==> src/rtl/prog_loader_if.sv <==
// Bus bundle between the program loader, the host UART line and the CPU
// memory/control side.
interface prog_loader_if;
  logic       rx;
  logic       mem_we;
  logic [3:0] mem_addr;
  logic [7:0] mem_wdata;
  logic       cpu_hold;
  logic       cpu_rst;
  logic       busy;
  logic       done;
  logic       err;

  // Loader side: consumes the UART line, drives memory write port and CPU control
  modport master (
    input  rx,
    output mem_we, mem_addr, mem_wdata, cpu_hold, cpu_rst, busy, done, err
  );

  // Host/CPU side: drives the UART line, observes everything else
  modport slave (
    output rx,
    input  mem_we, mem_addr, mem_wdata, cpu_hold, cpu_rst, busy, done, err
  );
endinterface

==> src/rtl/prog_loader.sv <==
// Serial program loader: receives an 8N1 UART image (SYNC header + 16 bytes),
// writes it into the CPU's 16x8 memory, holds the CPU while loading and then
// pulses the CPU reset. Optional trailing checksum byte under LOADER_CKSUM_EN.
module prog_loader #(
  parameter int unsigned CLKS_PER_BIT = 434,
  parameter int unsigned RST_CYCLES   = 1000000,
  parameter logic [7:0]  SYNC_BYTE    = 8'hA5
) (
  input  logic          i_clk,
  input  logic          i_reset,
  prog_loader_if.master bus
);

  localparam int unsigned BIT_CW = (CLKS_PER_BIT > 2) ? $clog2(CLKS_PER_BIT) : 1;
  localparam int unsigned RST_CW = (RST_CYCLES > 2) ? $clog2(RST_CYCLES) : 1;
  localparam logic [BIT_CW-1:0] BIT_LAST  = BIT_CW'(CLKS_PER_BIT - 1);
  localparam logic [BIT_CW-1:0] HALF_LAST = BIT_CW'(CLKS_PER_BIT / 2 - 1);
  localparam logic [RST_CW-1:0] RST_LAST  = RST_CW'(RST_CYCLES - 1);

  typedef enum logic [2:0] {
    RX_IDLE, RX_START, RX_DATA, RX_STOP, RX_WAIT_HIGH
  } rx_state_t;

  typedef enum logic [1:0] {
    S_WAIT_SYNC = 2'd0,
    S_LOAD      = 2'd1,
    S_RESET_CPU = 2'd2
`ifdef LOADER_CKSUM_EN
    , S_CHECK   = 2'd3
`endif
  } state_t;

  // UART receiver registers
  logic              r_rx_meta, r_rx_sync;
  rx_state_t         r_rx_state, w_rx_state_nxt;
  logic [BIT_CW-1:0] r_rx_cnt, w_rx_cnt_nxt;
  logic [2:0]        r_rx_bit, w_rx_bit_nxt;
  logic [7:0]        r_rx_shift, w_rx_shift_nxt;
  logic              w_rx_valid, w_rx_ferr;

  // Loader FSM registers
  state_t            r_state, w_state_nxt;
  logic [3:0]        r_count, w_count_nxt;
  logic [RST_CW-1:0] r_rst_cnt, w_rst_cnt_nxt;
  logic              r_mem_we, w_mem_we_nxt;
  logic [3:0]        r_mem_addr, w_mem_addr_nxt;
  logic [7:0]        r_mem_wdata, w_mem_wdata_nxt;
  logic              r_cpu_hold, w_cpu_hold_nxt;
  logic              r_cpu_rst, w_cpu_rst_nxt;
  logic              r_busy, w_busy_nxt;
  logic              r_done, w_done_nxt;
  logic              r_err, w_err_nxt;
`ifdef LOADER_CKSUM_EN
  logic [7:0]        r_cksum, w_cksum_nxt;
`endif

  // Receiver state, synchroniser and shift register
  always_ff @(posedge i_clk) begin
    if (i_reset) begin
      r_rx_meta  <= 1'b1;
      r_rx_sync  <= 1'b1;
      r_rx_state <= RX_IDLE;
      r_rx_cnt   <= '0;
      r_rx_bit   <= '0;
      r_rx_shift <= '0;
    end else begin
      r_rx_meta  <= bus.rx;
      r_rx_sync  <= r_rx_meta;
      r_rx_state <= w_rx_state_nxt;
      r_rx_cnt   <= w_rx_cnt_nxt;
      r_rx_bit   <= w_rx_bit_nxt;
      r_rx_shift <= w_rx_shift_nxt;
    end
  end

  // Receiver next state: mid-bit sampling, LSB first, valid/framing strobes
  always_comb begin
    w_rx_state_nxt = r_rx_state;
    w_rx_cnt_nxt   = r_rx_cnt;
    w_rx_bit_nxt   = r_rx_bit;
    w_rx_shift_nxt = r_rx_shift;
    w_rx_valid     = 1'b0;
    w_rx_ferr      = 1'b0;
    case (r_rx_state)
      RX_IDLE: begin
        if (!r_rx_sync) begin
          w_rx_state_nxt = RX_START;
          w_rx_cnt_nxt   = '0;
        end
      end
      RX_START: begin
        if (r_rx_cnt == HALF_LAST) begin
          w_rx_cnt_nxt = '0;
          if (r_rx_sync) begin
            w_rx_state_nxt = RX_IDLE;
          end else begin
            w_rx_state_nxt = RX_DATA;
            w_rx_bit_nxt   = '0;
          end
        end else begin
          w_rx_cnt_nxt = r_rx_cnt + BIT_CW'(1);
        end
      end
      RX_DATA: begin
        if (r_rx_cnt == BIT_LAST) begin
          w_rx_cnt_nxt   = '0;
          w_rx_shift_nxt = {r_rx_sync, r_rx_shift[7:1]};
          if (r_rx_bit == 3'd7) begin
            w_rx_state_nxt = RX_STOP;
          end else begin
            w_rx_bit_nxt = r_rx_bit + 3'd1;
          end
        end else begin
          w_rx_cnt_nxt = r_rx_cnt + BIT_CW'(1);
        end
      end
      RX_STOP: begin
        if (r_rx_cnt == BIT_LAST) begin
          w_rx_cnt_nxt = '0;
          if (r_rx_sync) begin
            w_rx_valid     = 1'b1;
            w_rx_state_nxt = RX_IDLE;
          end else begin
            w_rx_ferr      = 1'b1;
            w_rx_state_nxt = RX_WAIT_HIGH;
          end
        end else begin
          w_rx_cnt_nxt = r_rx_cnt + BIT_CW'(1);
        end
      end
      RX_WAIT_HIGH: begin
        if (r_rx_sync) w_rx_state_nxt = RX_IDLE;
      end
      default: w_rx_state_nxt = RX_IDLE;
    endcase
  end

  // Loader state and registered outputs
  always_ff @(posedge i_clk) begin
    if (i_reset) begin
      r_state     <= S_WAIT_SYNC;
      r_count     <= '0;
      r_rst_cnt   <= '0;
      r_mem_we    <= 1'b0;
      r_mem_addr  <= '0;
      r_mem_wdata <= '0;
      r_cpu_hold  <= 1'b0;
      r_cpu_rst   <= 1'b0;
      r_busy      <= 1'b0;
      r_done      <= 1'b0;
      r_err       <= 1'b0;
`ifdef LOADER_CKSUM_EN
      r_cksum     <= '0;
`endif
    end else begin
      r_state     <= w_state_nxt;
      r_count     <= w_count_nxt;
      r_rst_cnt   <= w_rst_cnt_nxt;
      r_mem_we    <= w_mem_we_nxt;
      r_mem_addr  <= w_mem_addr_nxt;
      r_mem_wdata <= w_mem_wdata_nxt;
      r_cpu_hold  <= w_cpu_hold_nxt;
      r_cpu_rst   <= w_cpu_rst_nxt;
      r_busy      <= w_busy_nxt;
      r_done      <= w_done_nxt;
      r_err       <= w_err_nxt;
`ifdef LOADER_CKSUM_EN
      r_cksum     <= w_cksum_nxt;
`endif
    end
  end

  // Loader next state: sync detect, memory writes, error handling, CPU reset pulse
  always_comb begin
    w_state_nxt     = r_state;
    w_count_nxt     = r_count;
    w_rst_cnt_nxt   = r_rst_cnt;
    w_mem_we_nxt    = 1'b0;
    w_mem_addr_nxt  = r_mem_addr;
    w_mem_wdata_nxt = r_mem_wdata;
    w_cpu_hold_nxt  = r_cpu_hold;
    w_cpu_rst_nxt   = r_cpu_rst;
    w_busy_nxt      = r_busy;
    w_done_nxt      = r_done;
    w_err_nxt       = r_err;
`ifdef LOADER_CKSUM_EN
    w_cksum_nxt     = r_cksum;
`endif
    case (r_state)
      S_WAIT_SYNC: begin
        if (w_rx_valid && (r_rx_shift == SYNC_BYTE)) begin
          w_cpu_hold_nxt = 1'b1;
          w_busy_nxt     = 1'b1;
          w_done_nxt     = 1'b0;
          w_err_nxt      = 1'b0;
          w_count_nxt    = '0;
`ifdef LOADER_CKSUM_EN
          w_cksum_nxt    = '0;
`endif
          w_state_nxt    = S_LOAD;
        end
      end
      S_LOAD: begin
        if (w_rx_ferr) begin
          w_err_nxt   = 1'b1;
          w_busy_nxt  = 1'b0;
          w_state_nxt = S_WAIT_SYNC;
        end else if (w_rx_valid) begin
          w_mem_we_nxt    = 1'b1;
          w_mem_addr_nxt  = r_count;
          w_mem_wdata_nxt = r_rx_shift;
          w_count_nxt     = r_count + 4'd1;
`ifdef LOADER_CKSUM_EN
          w_cksum_nxt     = r_cksum + r_rx_shift;
          if (r_count == 4'd15) w_state_nxt = S_CHECK;
`else
          if (r_count == 4'd15) begin
            w_cpu_rst_nxt = 1'b1;
            w_rst_cnt_nxt = '0;
            w_state_nxt   = S_RESET_CPU;
          end
`endif
        end
      end
`ifdef LOADER_CKSUM_EN
      S_CHECK: begin
        if (w_rx_ferr || (w_rx_valid && ((r_cksum + r_rx_shift) != 8'd0))) begin
          w_err_nxt   = 1'b1;
          w_busy_nxt  = 1'b0;
          w_state_nxt = S_WAIT_SYNC;
        end else if (w_rx_valid) begin
          w_cpu_rst_nxt = 1'b1;
          w_rst_cnt_nxt = '0;
          w_state_nxt   = S_RESET_CPU;
        end
      end
`endif
      S_RESET_CPU: begin
        if (r_rst_cnt == RST_LAST) begin
          w_cpu_rst_nxt  = 1'b0;
          w_cpu_hold_nxt = 1'b0;
          w_busy_nxt     = 1'b0;
          w_done_nxt     = 1'b1;
          w_state_nxt    = S_WAIT_SYNC;
        end else begin
          w_rst_cnt_nxt = r_rst_cnt + RST_CW'(1);
        end
      end
      default: w_state_nxt = S_WAIT_SYNC;
    endcase
  end

  assign bus.mem_we    = r_mem_we;
  assign bus.mem_addr  = r_mem_addr;
  assign bus.mem_wdata = r_mem_wdata;
  assign bus.cpu_hold  = r_cpu_hold;
  assign bus.cpu_rst   = r_cpu_rst;
  assign bus.busy      = r_busy;
  assign bus.done      = r_done;
  assign bus.err       = r_err;

endmodule
==> src/flat_wrapper.sv <==
// flat-port wrapper written by rule: the top's interface ports become plain ports
module prog_loader_flat 
#(
  parameter int unsigned CLKS_PER_BIT = 434,
  parameter int unsigned RST_CYCLES   = 1000000,
  parameter logic [7:0]  SYNC_BYTE    = 8'hA5
)
  (i_clk, i_reset, bus_rx, bus_mem_we, bus_mem_addr, bus_mem_wdata, bus_cpu_hold, bus_cpu_rst, bus_busy, bus_done, bus_err);
  prog_loader_if bus_i ();
  input  logic i_clk;
  input  logic i_reset;
  input wire logic [$bits(bus_i.rx)-1:0] bus_rx;
  output wire logic [$bits(bus_i.mem_we)-1:0] bus_mem_we;
  output wire logic [$bits(bus_i.mem_addr)-1:0] bus_mem_addr;
  output wire logic [$bits(bus_i.mem_wdata)-1:0] bus_mem_wdata;
  output wire logic [$bits(bus_i.cpu_hold)-1:0] bus_cpu_hold;
  output wire logic [$bits(bus_i.cpu_rst)-1:0] bus_cpu_rst;
  output wire logic [$bits(bus_i.busy)-1:0] bus_busy;
  output wire logic [$bits(bus_i.done)-1:0] bus_done;
  output wire logic [$bits(bus_i.err)-1:0] bus_err;
  assign bus_i.rx = bus_rx;
  assign bus_mem_we = bus_i.mem_we;
  assign bus_mem_addr = bus_i.mem_addr;
  assign bus_mem_wdata = bus_i.mem_wdata;
  assign bus_cpu_hold = bus_i.cpu_hold;
  assign bus_cpu_rst = bus_i.cpu_rst;
  assign bus_busy = bus_i.busy;
  assign bus_done = bus_i.done;
  assign bus_err = bus_i.err;
  prog_loader #(.CLKS_PER_BIT(CLKS_PER_BIT), .RST_CYCLES(RST_CYCLES), .SYNC_BYTE(SYNC_BYTE)) u_core (.i_clk(i_clk), .i_reset(i_reset), .bus(bus_i));
endmodule
==> config.mk <==
export PLATFORM = sky130hd
export DESIGN_NAME = prog_loader_flat
export DESIGN_NICKNAME = d
export VERILOG_FILES = /design/src/rtl/prog_loader_if.sv /design/src/rtl/prog_loader.sv /design/src/flat_wrapper.sv
export SDC_FILE = /design/constraint.sdc
export NUM_CORES = 1
export LEC_CHECK = 0
export CORE_MARGIN = 3
export CORE_UTILIZATION = 50
export DETAILED_ROUTE_END_ITERATION = 6
export MAX_ROUTING_LAYER = met4
export PLACE_DENSITY_LB_ADDON = 0.1
export REMOVE_ABC_BUFFERS = 1
export SYNTH_ARGS = -nofsm -noshare
export SYNTH_HDL_FRONTEND = slang
export SYNTH_SLANG_ARGS = --single-unit
==> constraint.sdc <==
create_clock -name i_clk -period 4.5 [get_ports i_clk]
set_input_delay 0.9 -clock i_clk [delete_from_list [all_inputs] [get_ports i_clk]]
set_output_delay 0.9 -clock i_clk [all_outputs]
set_load 0.03 [all_outputs]
==> impl_metrics.toml, run 1 <==
[global_routing]
antenna_found_initial = 0
grt.overflow.total = 0
grt_use_total_pct = 21.87
grt_pass1_wl_um = 14360
grt_max_degree = 59
grt_pass1_vias = 3015

[worst_setup_path]
reg2reg_to = "u_core.bus.err"
r2r_slack_ps = 1550
required_ps = 4730
path_class = "register to register"
r2r-start = "u_core.r_rx_cnt[2]"
path_max_fanout = 12
critPathLaunch = "u_core.r_rx_cnt[2]"
crit_end = "u_core.bus.err"
cp-end-kind = "register"
startpoint_type = "register"
cp.arrival_ps = 3180
ff2ff_path_depth = 5

[cells_and_area]
nets = 447
diodes = 0
drive_gt1_share_pct = 8.200
seq_area_sq_um = 1381
fill_cells = 637
multi_input_area_sq_um = 1992
area_growth_pct = 13.07

[job]
drv_cap = 0

[power_and_ir_drop]
seq_power_share_pct = 43.1
power.switching_uw = 417.0
ir_worst_vdd_uv = 175.0
pwr_density_cell_nw_per_um2 = 372.7
p_leak_nw = 1.327
switching_share_pct = 27.94
clkPwrFrac_pct = 40.4
intPower_mw = 1.076
p_comb_share_pct = 16.5

[floorplan]
die_w_um = 90.17
die_area_sq_um = 8131
core_area_sq_um = 6832
ios = 21
die_y_um = 90.17
rows = 30
initial_core_util_pct = 51.85

[yosys]
synth_area_sq_um = 3542
avgSynthCellArea_sq_um = 8.334
yosys.area.top_type = "dfxtp_1"
async_flop_share_pct = 0
synth-main-ff-cell = "dfxtp_1"
ys_ff_latch = 69
synth.distinct_cells = 57
synth_edf_count = 0
ys_warn_count = 0
synth.area.top_cells = "dfxtp_1, nand2_1, a21oi_1"
ys_seq_area_share_pct = 39.00
synth_cells = 425
synth_top_area_share_pct = 39.00

[clocking]
clock_latency_ps = 340
cts_htree_levels = 3
cts_buffers = 9
postCtsSetupBuffers = 0
cts_num_sinks = 69
cts_tree = "yes"
post_cts_resized = 0
hold_buffers = 0
clockBufferDepth = 2
cts-root-buf = "clkbuf_8"
clk_pin_slew_ps = 80

[placed_design]
pre_cts_ws_ps = 1592
port_buffers = 20
place_congestion = 0.9069
place_hpwl_um = 5600

[run_status]
status = "finished clean"

[sta]
period_needed_ps = 2953
tns_ps = 0
fin_ws_ps = 1547
rsz0062_at_grt = "false"
setup_viol = 0
finClkSkew_ps = 7.853
worst_slew_pin_slew_ps = 987.2
finalMaxSlewViolations = 0
relSlewSlack_pct = 33.47
post-route-period-util_pct = 65.63
final-hold-violation-count = 0
fmaxAchievable_mhz = 338.6

[detailed_routing]
drt_iter0_markers = 142
routedWlPerCell_um = 15.79
num_vias = 3266
dr.pass1.iters = 5
drc_errors = 0
wl_um = 8450
viasPerCell = 6.105
final_antenna_net_count = 0

[min_path]
hold_path.class = "register to register"
min_from = "u_core.r_rx_meta"
-- stage by stage --
stage / area (sq um) / std cells / power [mW] / util, % / hold WS (ps)
floorplan: 3430 / 400 / 0.8181 / - / 389.5
global placement: 3767 / 519 / 0.8956 / 55.15 / 396.1
detailed placement: 3767 / 519 / 0.8992 / 55.15 / 417.9
CTS: 4005 / 535 / 1.502 / 58.63 / 447.4
global route: 4005 / 535 / 1.568 / 58.63 / 468.3
finish: 4005 / 535 / 1.493 / 58.63 / 438.6
-- how the worst min path moves through the flow --
| stage | cells past startpoint | slack [ps] | end |
|---|---|---|---|
| floorplan | 1 | 390 | u_core.r_rx_sync |
| global placement | 1 | 400 | u_core.r_rx_sync |
| detailed placement | 1 | 420 | u_core.r_rx_sync |
| CTS | 1 | 450 | u_core.r_rx_sync |
| global route | 2 | 470 | u_core.bus.mem_wdata[5] |
| finish | 1 | 440 | u_core.r_rx_sync |
-- critical path, stage by stage (launching register included) --
cell	delay (ps)
dfxtp_1	350
or4b_4	580
or3_1	500
o41ai_2	930
a311oi_1	220
a41o_1	250
-- cell type report --
class	count	share of cell area, %
Clock buffer	9	3.093
Clock inverter	7	2.843
Inverter	15	1.406
Multi-Input combinational cell	316	49.73
Sequential cell	69	34.49
Tap cell	96	2.999
Timing Repair Buffer	23	5.436
-- cells by family after synthesis --
family | Yosys count | synth area share (%)
flops | 69 | 39.00
simple gates | 186 | 28.12
fa+ha+maj | 10 | 3.532
mux | 12 | 3.426
buf+inv | 40 | 4.768
compound gates | 108 | 21.16
-- cell usage after synthesis (9+ instances only) --
| cell type | n |
|---|---|
| dfxtp_1 | 69 |
| nand2_1 | 47 |
| a21oi_1 | 30 |
| nor2_1 | 26 |
| nand3_1 | 22 |
| clkbuf_1 | 18 |
| inv_1 | 14 |
| a31oi_1 | 13 |
| o21ai_0 | 13 |
| and3_1 | 12 |
| nand4_1 | 12 |
| mux2i_1 | 11 |
| ha_1 | 10 |
| a311oi_1 | 9 |
| nor3_1 | 9 |
-- cell usage in the layout, fill, tap and decap left out, types with 4 or more instances in the layout --
cell type,instances
nand3_1,22
mux2i_1,11
nor2b_1,8
nand3b_1,4
o41ai_1,6
or3_1,6
a41oi_1,4
clkbuf_8,9
nor4_1,4
ha_1,10
and3_1,12
nor3_1,9
or4_1,4
a311oi_1,9
dfxtp_1,69
nor2_1,26
or2_2,8
o31ai_1,6
clkdlybuf4s50_1,19
inv_1,14
a21oi_1,30
nand2b_1,7
o21a_1,4
o21ai_0,13
a31oi_1,13
nand2_1,47
nand4_1,12
-- sequential cells by signal, summed over array words and instances, names as in the netlist --
| name | cells |
|---|---|
| u_core.r_rst_cnt | 20 |
| u_core.r_rx_cnt | 9 |
| u_core.bus.mem_wdata | 8 |
| u_core.r_rx_shift | 8 |
| u_core.bus.mem_addr | 4 |
| u_core.r_count | 4 |
| u_core.r_rx_bit | 3 |
| u_core.r_rx_state | 3 |
| u_core.r_state | 2 |
| u_core.bus.busy | 1 |
| u_core.bus.cpu_hold | 1 |
| u_core.bus.cpu_rst | 1 |
| u_core.bus.done | 1 |
| u_core.bus.err | 1 |
| u_core.bus.mem_we | 1 |
| u_core.r_rx_meta | 1 |
| u_core.r_rx_sync | 1 |
-- per-layer routing --
metal	global-route usage, %	vias to the layer above	share of wire (%)
met3	4.184	12	3.9
met5	-	-	0
li1	-	1616	-
met4	8.929	0	1.5
met2	35.59	82	49
met1	26.66	1556	46
-- power by group through the flow --
stage	sequential (mW)	clock, mW	combinational [mW]
finish	0.643	0.603	0.246
global route	0.645	0.650	0.274
CTS	0.643	0.616	0.244
detailed placement	0.657	0	0.243
global placement	0.657	0	0.239
floorplan	0.667	0	0.151
Power figures use the tool's default switching activity.
==> run 2: changes to the inputs <==
clock period = 2.58 ns   (was 4.5 ns; I/O delays follow)
==> run 2 against run 1 <==
  * Largest power group unchanged
  * Flip-flop and latch count unchanged
  * Design area grew 4.6%
  * Cell count is 5.2% higher
  * Largest cell class unchanged
==> impl_metrics.toml, run 2 (synthesized netlist as in run 1, its figures left out) <==
[sta]
tns_ps = 0
post-route-period-util_pct = 95.42
final-hold-violation-count = 0
period_needed_ps = 2462
relSlewSlack_pct = 51.79
worst_slew_pin_slew_ps = 723.2
finalMaxSlewViolations = 0
finClkSkew_ps = 12.00
setup_viol = 0
fmaxAchievable_mhz = 406.2
timing.hold.ws_ps = 420.4
rsz0062_at_grt = "false"

[worst_setup_path]
slowest_stage = "or4b_4"
path_buf_inv = 0
ff2ff_path_depth = 5
cp-end-kind = "register"
cp.arrival_ps = 2720
cp.depth = 5
cp_cell_sequence = "or4b_4 -> or3_4 -> o21a_1 -> or4_1 -> o32ai_1"
path_class = "register to register"
startpoint_type = "register"
required_ps = 2840
cp_slowest_stage_delay_ps = 550
critPathTopFamily = "simple AND/OR/NAND/NOR gates"
path_max_fanout = 7

[clocking]
cts_tree = "yes"
postCtsSetupBuffers = 0
hold_buffers = 0
post_cts_resized = 0
clockBufferDepth = 2
cts_buffers = 9
cts_htree_levels = 3
clk_pin_slew_ps = 80
cts-root-buf = "clkbuf_8"
clock_latency_ps = 350
cts_num_sinks = 69

[detailed_routing]
drc_errors = 0
num_vias = 3327
drt_iter0_markers = 225
wl_um = 8545
routedWlPerCell_um = 15.18
final_antenna_net_count = 0
viasPerCell = 5.909
dr.pass1.iters = 4

[power_and_ir_drop]
p_comb_share_pct = 19.1
power.switching_uw = 786.1
clkPwrFrac_pct = 36.7
p_leak_nw = 1.442
switching_share_pct = 31.11
ir_worst_vdd_uv = 370.1
seq_power_share_pct = 44.2
intPower_mw = 1.741
pwr_density_cell_nw_per_um2 = 603.3

[cells_and_area]
final_cell_mix = "dfxtp_1, nand2_1, buf_4"
drive_gt1_share_pct = 13.92
nets = 475
fill_cells = 656
area_growth_pct = 18.26
largest_reg_flops = 20
largestRegisters = "u_core.r_rst_cnt: 20 flops, u_core.r_rx_cnt: 9 flops"
largest-register = "u_core.r_rst_cnt"
final_cell_area_sq_um = 4189
final_common_cell = "dfxtp_1"
diodes = 0

[floorplan]
die_y_um = 90.17
ios = 21
die_area_sq_um = 8131
rows = 30
initial_core_util_pct = 51.85
core_area_sq_um = 6832
die_w_um = 90.17

[min_path]
min_path_cells = 1
hold_path.class = "register to register"

[global_routing]
grt_pass1_wl_um = 14740
grt_max_degree = 40
antenna_found_initial = 0
grt_pass1_vias = 3061
grt_use_total_pct = 22.50
grt.overflow.total = 0

[placed_design]
place_hpwl_um = 6058
place_congestion = 0.8770
port_buffers = 20
dpl_cell_area_sq_um = 3978

[run_status]
status = "finished clean"

[job]
drv_cap = 0
[run 2: cell count changes in the layout (fill, tap and decap cells not counted), sizes merged]
| cell | delta |
|---|---|
| buf | +28 |
| bufinv | -2 |
| clkinv | -3 |
| clkinvlp | +2 |
| inv | +3 |
[run 2: cell type report]
type                    instances  area [sq um]  share of cell area (%)
clock buffers                   9         123.9                   2.957
inverters                      15         56.30                   1.344
clock inverters                 7         82.58                   1.971
flip-flops and latches         69          1381                   32.97
multi-input cells             316          1997                   47.67
repair buffers                 51         427.9                   10.22
well taps                      96         120.1                   2.867
[run 2: path summary, 6_finish.rpt]
check                          start                    to  slack [ps]
setup / recovery  u_core.r_rx_cnt[2]  u_core.r_rst_cnt[14]         120
hold / removal      u_core.r_rx_meta      u_core.r_rx_sync         420
setup reg to reg  u_core.r_rx_cnt[2]  u_core.r_rst_cnt[14]         120
hold reg to reg     u_core.r_rx_meta      u_core.r_rx_sync         420
[run 2: routing by layer]
| layer | vias up | track usage (%) | wire (um) |
|---|---|---|---|
| li1 | 1666 | - | - |
| met1 | 1547 | 30.07 | 4122 |
| met2 | 101 | 33.48 | 3851 |
| met3 | 13 | 5.272 | 422 |
| met4 | 0 | 7.781 | 148 |
| met5 | - | - | 0 |
[run 2: stage by stage]
stage / std cells / power [mW] / utilization (%) / setup WS, ps
after global placement: 547 / 1.615 / 58.22 / 101.5
final: 563 / 2.527 / 61.32 / 118.3
after detailed placement: 547 / 1.619 / 58.22 / 15.30
after CTS: 563 / 2.552 / 61.25 / 18.92
after floorplan: 400 / 1.427 / - / -55.92
after global routing: 563 / 2.651 / 61.32 / 56.44
[run 2: power groups by stage]
stage	combinational, mW	clock [mW]	sequential, mW
finish	0.483	0.927	1.12
global route	0.528	1.00	1.12
floorplan	0.263	0	1.16
detailed placement	0.476	0	1.14
CTS	0.480	0.954	1.12
global placement	0.473	0	1.14
==> run 3: changes to the inputs <==
CAP_MARGIN = 20   (was default)
CELL_PAD_IN_SITES_DETAIL_PLACEMENT = 1   (was default)
CELL_PAD_IN_SITES_GLOBAL_PLACEMENT = 1   (was default)
CORE_UTILIZATION = 41   (was 50)
==> run 3 against run 2 <==
  * Die area grew 20%
  * Setup slack gained 4.4 ps
  * Clock power shrank 2%
  * Critical endpoint is now u_core.r_rst_cnt[15]
  * Routed wire length grew 17%
  * Design area grew 1.2%
  * Sequential power is essentially flat
==> impl_metrics.toml, run 3 (synthesized netlist as in run 1, its figures left out) <==
[worst_setup_path]
cp.arrival_ps = 2700
slowest_stage = "or4_1"
cp-end-kind = "register"
startpoint_type = "register"
cp_slowest_stage_delay_ps = 540
critPathTopFamily = "simple AND/OR/NAND/NOR gates"
cp_cell_sequence = "or4b_4 -> or3_4 -> o21a_2 -> or4_1 -> o32ai_1"
path_class = "register to register"
path_buf_inv = 0
path_max_fanout = 6
required_ps = 2830

[cells_and_area]
drive_gt1_share_pct = 15.22
nets = 481
largest-register = "u_core.r_rst_cnt"
area_growth_pct = 19.64
diodes = 0
largest_reg_flops = 20
largestRegisters = "u_core.r_rst_cnt: 20 flops, u_core.r_rx_cnt: 9 flops"
final_common_cell = "dfxtp_1"
final_cell_mix = "dfxtp_1, nand2_1, buf_4"
final_cell_area_sq_um = 4238
final_util_pct = 51.06

[clocking]
cts_htree_levels = 3
cts_tree = "yes"
clockBufferDepth = 2
postCtsSetupBuffers = 0
cts_num_sinks = 69
cts_buffers = 9
cts-root-buf = "clkbuf_8"
clock_latency_ps = 350
clk_pin_slew_ps = 90

[min_path]
hold_path.class = "register to register"

[global_routing]
grt.overflow.total = 0
busiest_layer = "met2"
grt_pass1_wl_um = 17130
use_met2_pct = 34.25
grt_use_total_pct = 22.04
grtUsageMet1_pct = 28.72
grt_max_degree = 45
antenna_found_initial = 0
use_met3_pct = 3.114
grt_pass1_vias = 3460

[detailed_routing]
wl_um = 9978
drc_errors = 0
drt_iter0_markers = 127
final_antenna_net_count = 0
num_vias = 3437
routedWlPerCell_um = 17.26
viasPerCell = 5.946
dr.pass1.iters = 4

[floorplan]
rows = 33
initial_core_util_pct = 42.68
die_w_um = 98.95
die_y_um = 98.95
die_area_sq_um = 9791
core_area_sq_um = 8299
ios = 21

[power_and_ir_drop]
p_leak_nw = 1.472
ir_worst_vdd_uv = 317.9
pwr_density_cell_nw_per_um2 = 599.1

[sta]
post-route-period-util_pct = 95.24
finalMaxSlewViolations = 0
final-hold-violation-count = 0
period_needed_ps = 2457
fmaxAchievable_mhz = 407.0
relSlewSlack_pct = 50.50
finClkSkew_ps = 12.76
setup_viol = 0
worst_slew_pin_slew_ps = 742.5
rsz0062_at_grt = "false"

[placed_design]
place_congestion = 0.8612
place_hpwl_um = 7070
port_buffers = 20
dpl_cell_area_sq_um = 4034

[run_status]
status = "finished clean"

[job]
drv_cap = 0
[run 3: changes by cell type in the layout (fill, tap and decap cells not counted)]
cell | before | now
buf_4 | 31 | 37
clkinv_2 | 0 | 2
clkinv_4 | 1 | 2
clkinvlp_4 | 2 | 1
inv_6 | 2 | 1
inv_8 | 1 | 0
o21a_1 | 4 | 3
o21a_2 | 0 | 1
[run 3: timing repair]
action / 4_1_cts / 5_1_grt
hold buffers: 0 / 0
resized for setup: 0 / 2
endpoints found under the setup margin: 0 / 4
[run 3: metal layers]
metal | wire, um | vias up | share of wire [%]
met3 | 305 | 15 | 3.1
met2 | 4775 | 51 | 48
met5 | 0 | - | 0
met4 | 176 | 0 | 1.8
li1 | - | 1683 | -
met1 | 4719 | 1688 | 47
[run 3: report_power, final]
part / total [mW] / internal [mW] / switching (mW) / leakage [nW]
logic: 0.513 / 0.199 / 0.314 / 0.815
registers: 1.12 / 1.09 / 0.0235 / 0.557
clock network: 0.908 / 0.450 / 0.458 / 0.0996
[run 3: final cells by class]
class,count,area (sq um)
fill,1020,4061
multi-input combinational,316,1998
sequential,69,1381
timing repair buffer,57,473.0
tap,105,131.4
clock buffer,9,123.9
clock inverter,7,73.82
inverter,15,56.30
[run 3: path summary, 6_finish.rpt]
kind	start	to	slack [ps]	depth (start not counted)
worst max register to register	u_core.r_rx_cnt[2]	u_core.r_rst_cnt[15]	120	5
worst min register to register	u_core.r_rx_meta	u_core.r_rx_sync	420	1
worst min-delay path	u_core.r_rx_meta	u_core.r_rx_sync	420	1
worst max-delay path	u_core.r_rx_cnt[2]	u_core.r_rst_cnt[15]	120	5
[run 3: stage by stage]
stage	worst slack (ps)	hold slack, ps	power, mW	cells	TNS, ps
6_report	122.7	416.7	2.539	578	0
5_1_grt	10.70	434.3	2.681	578	0
4_1_cts	38.88	418.9	2.570	578	0
3_5_place_dp	50.75	397.6	1.652	562	0
3_3_place_gp	131.4	389.9	1.639	562	0
2_1_floorplan	-55.92	389.5	1.427	400	-116.6
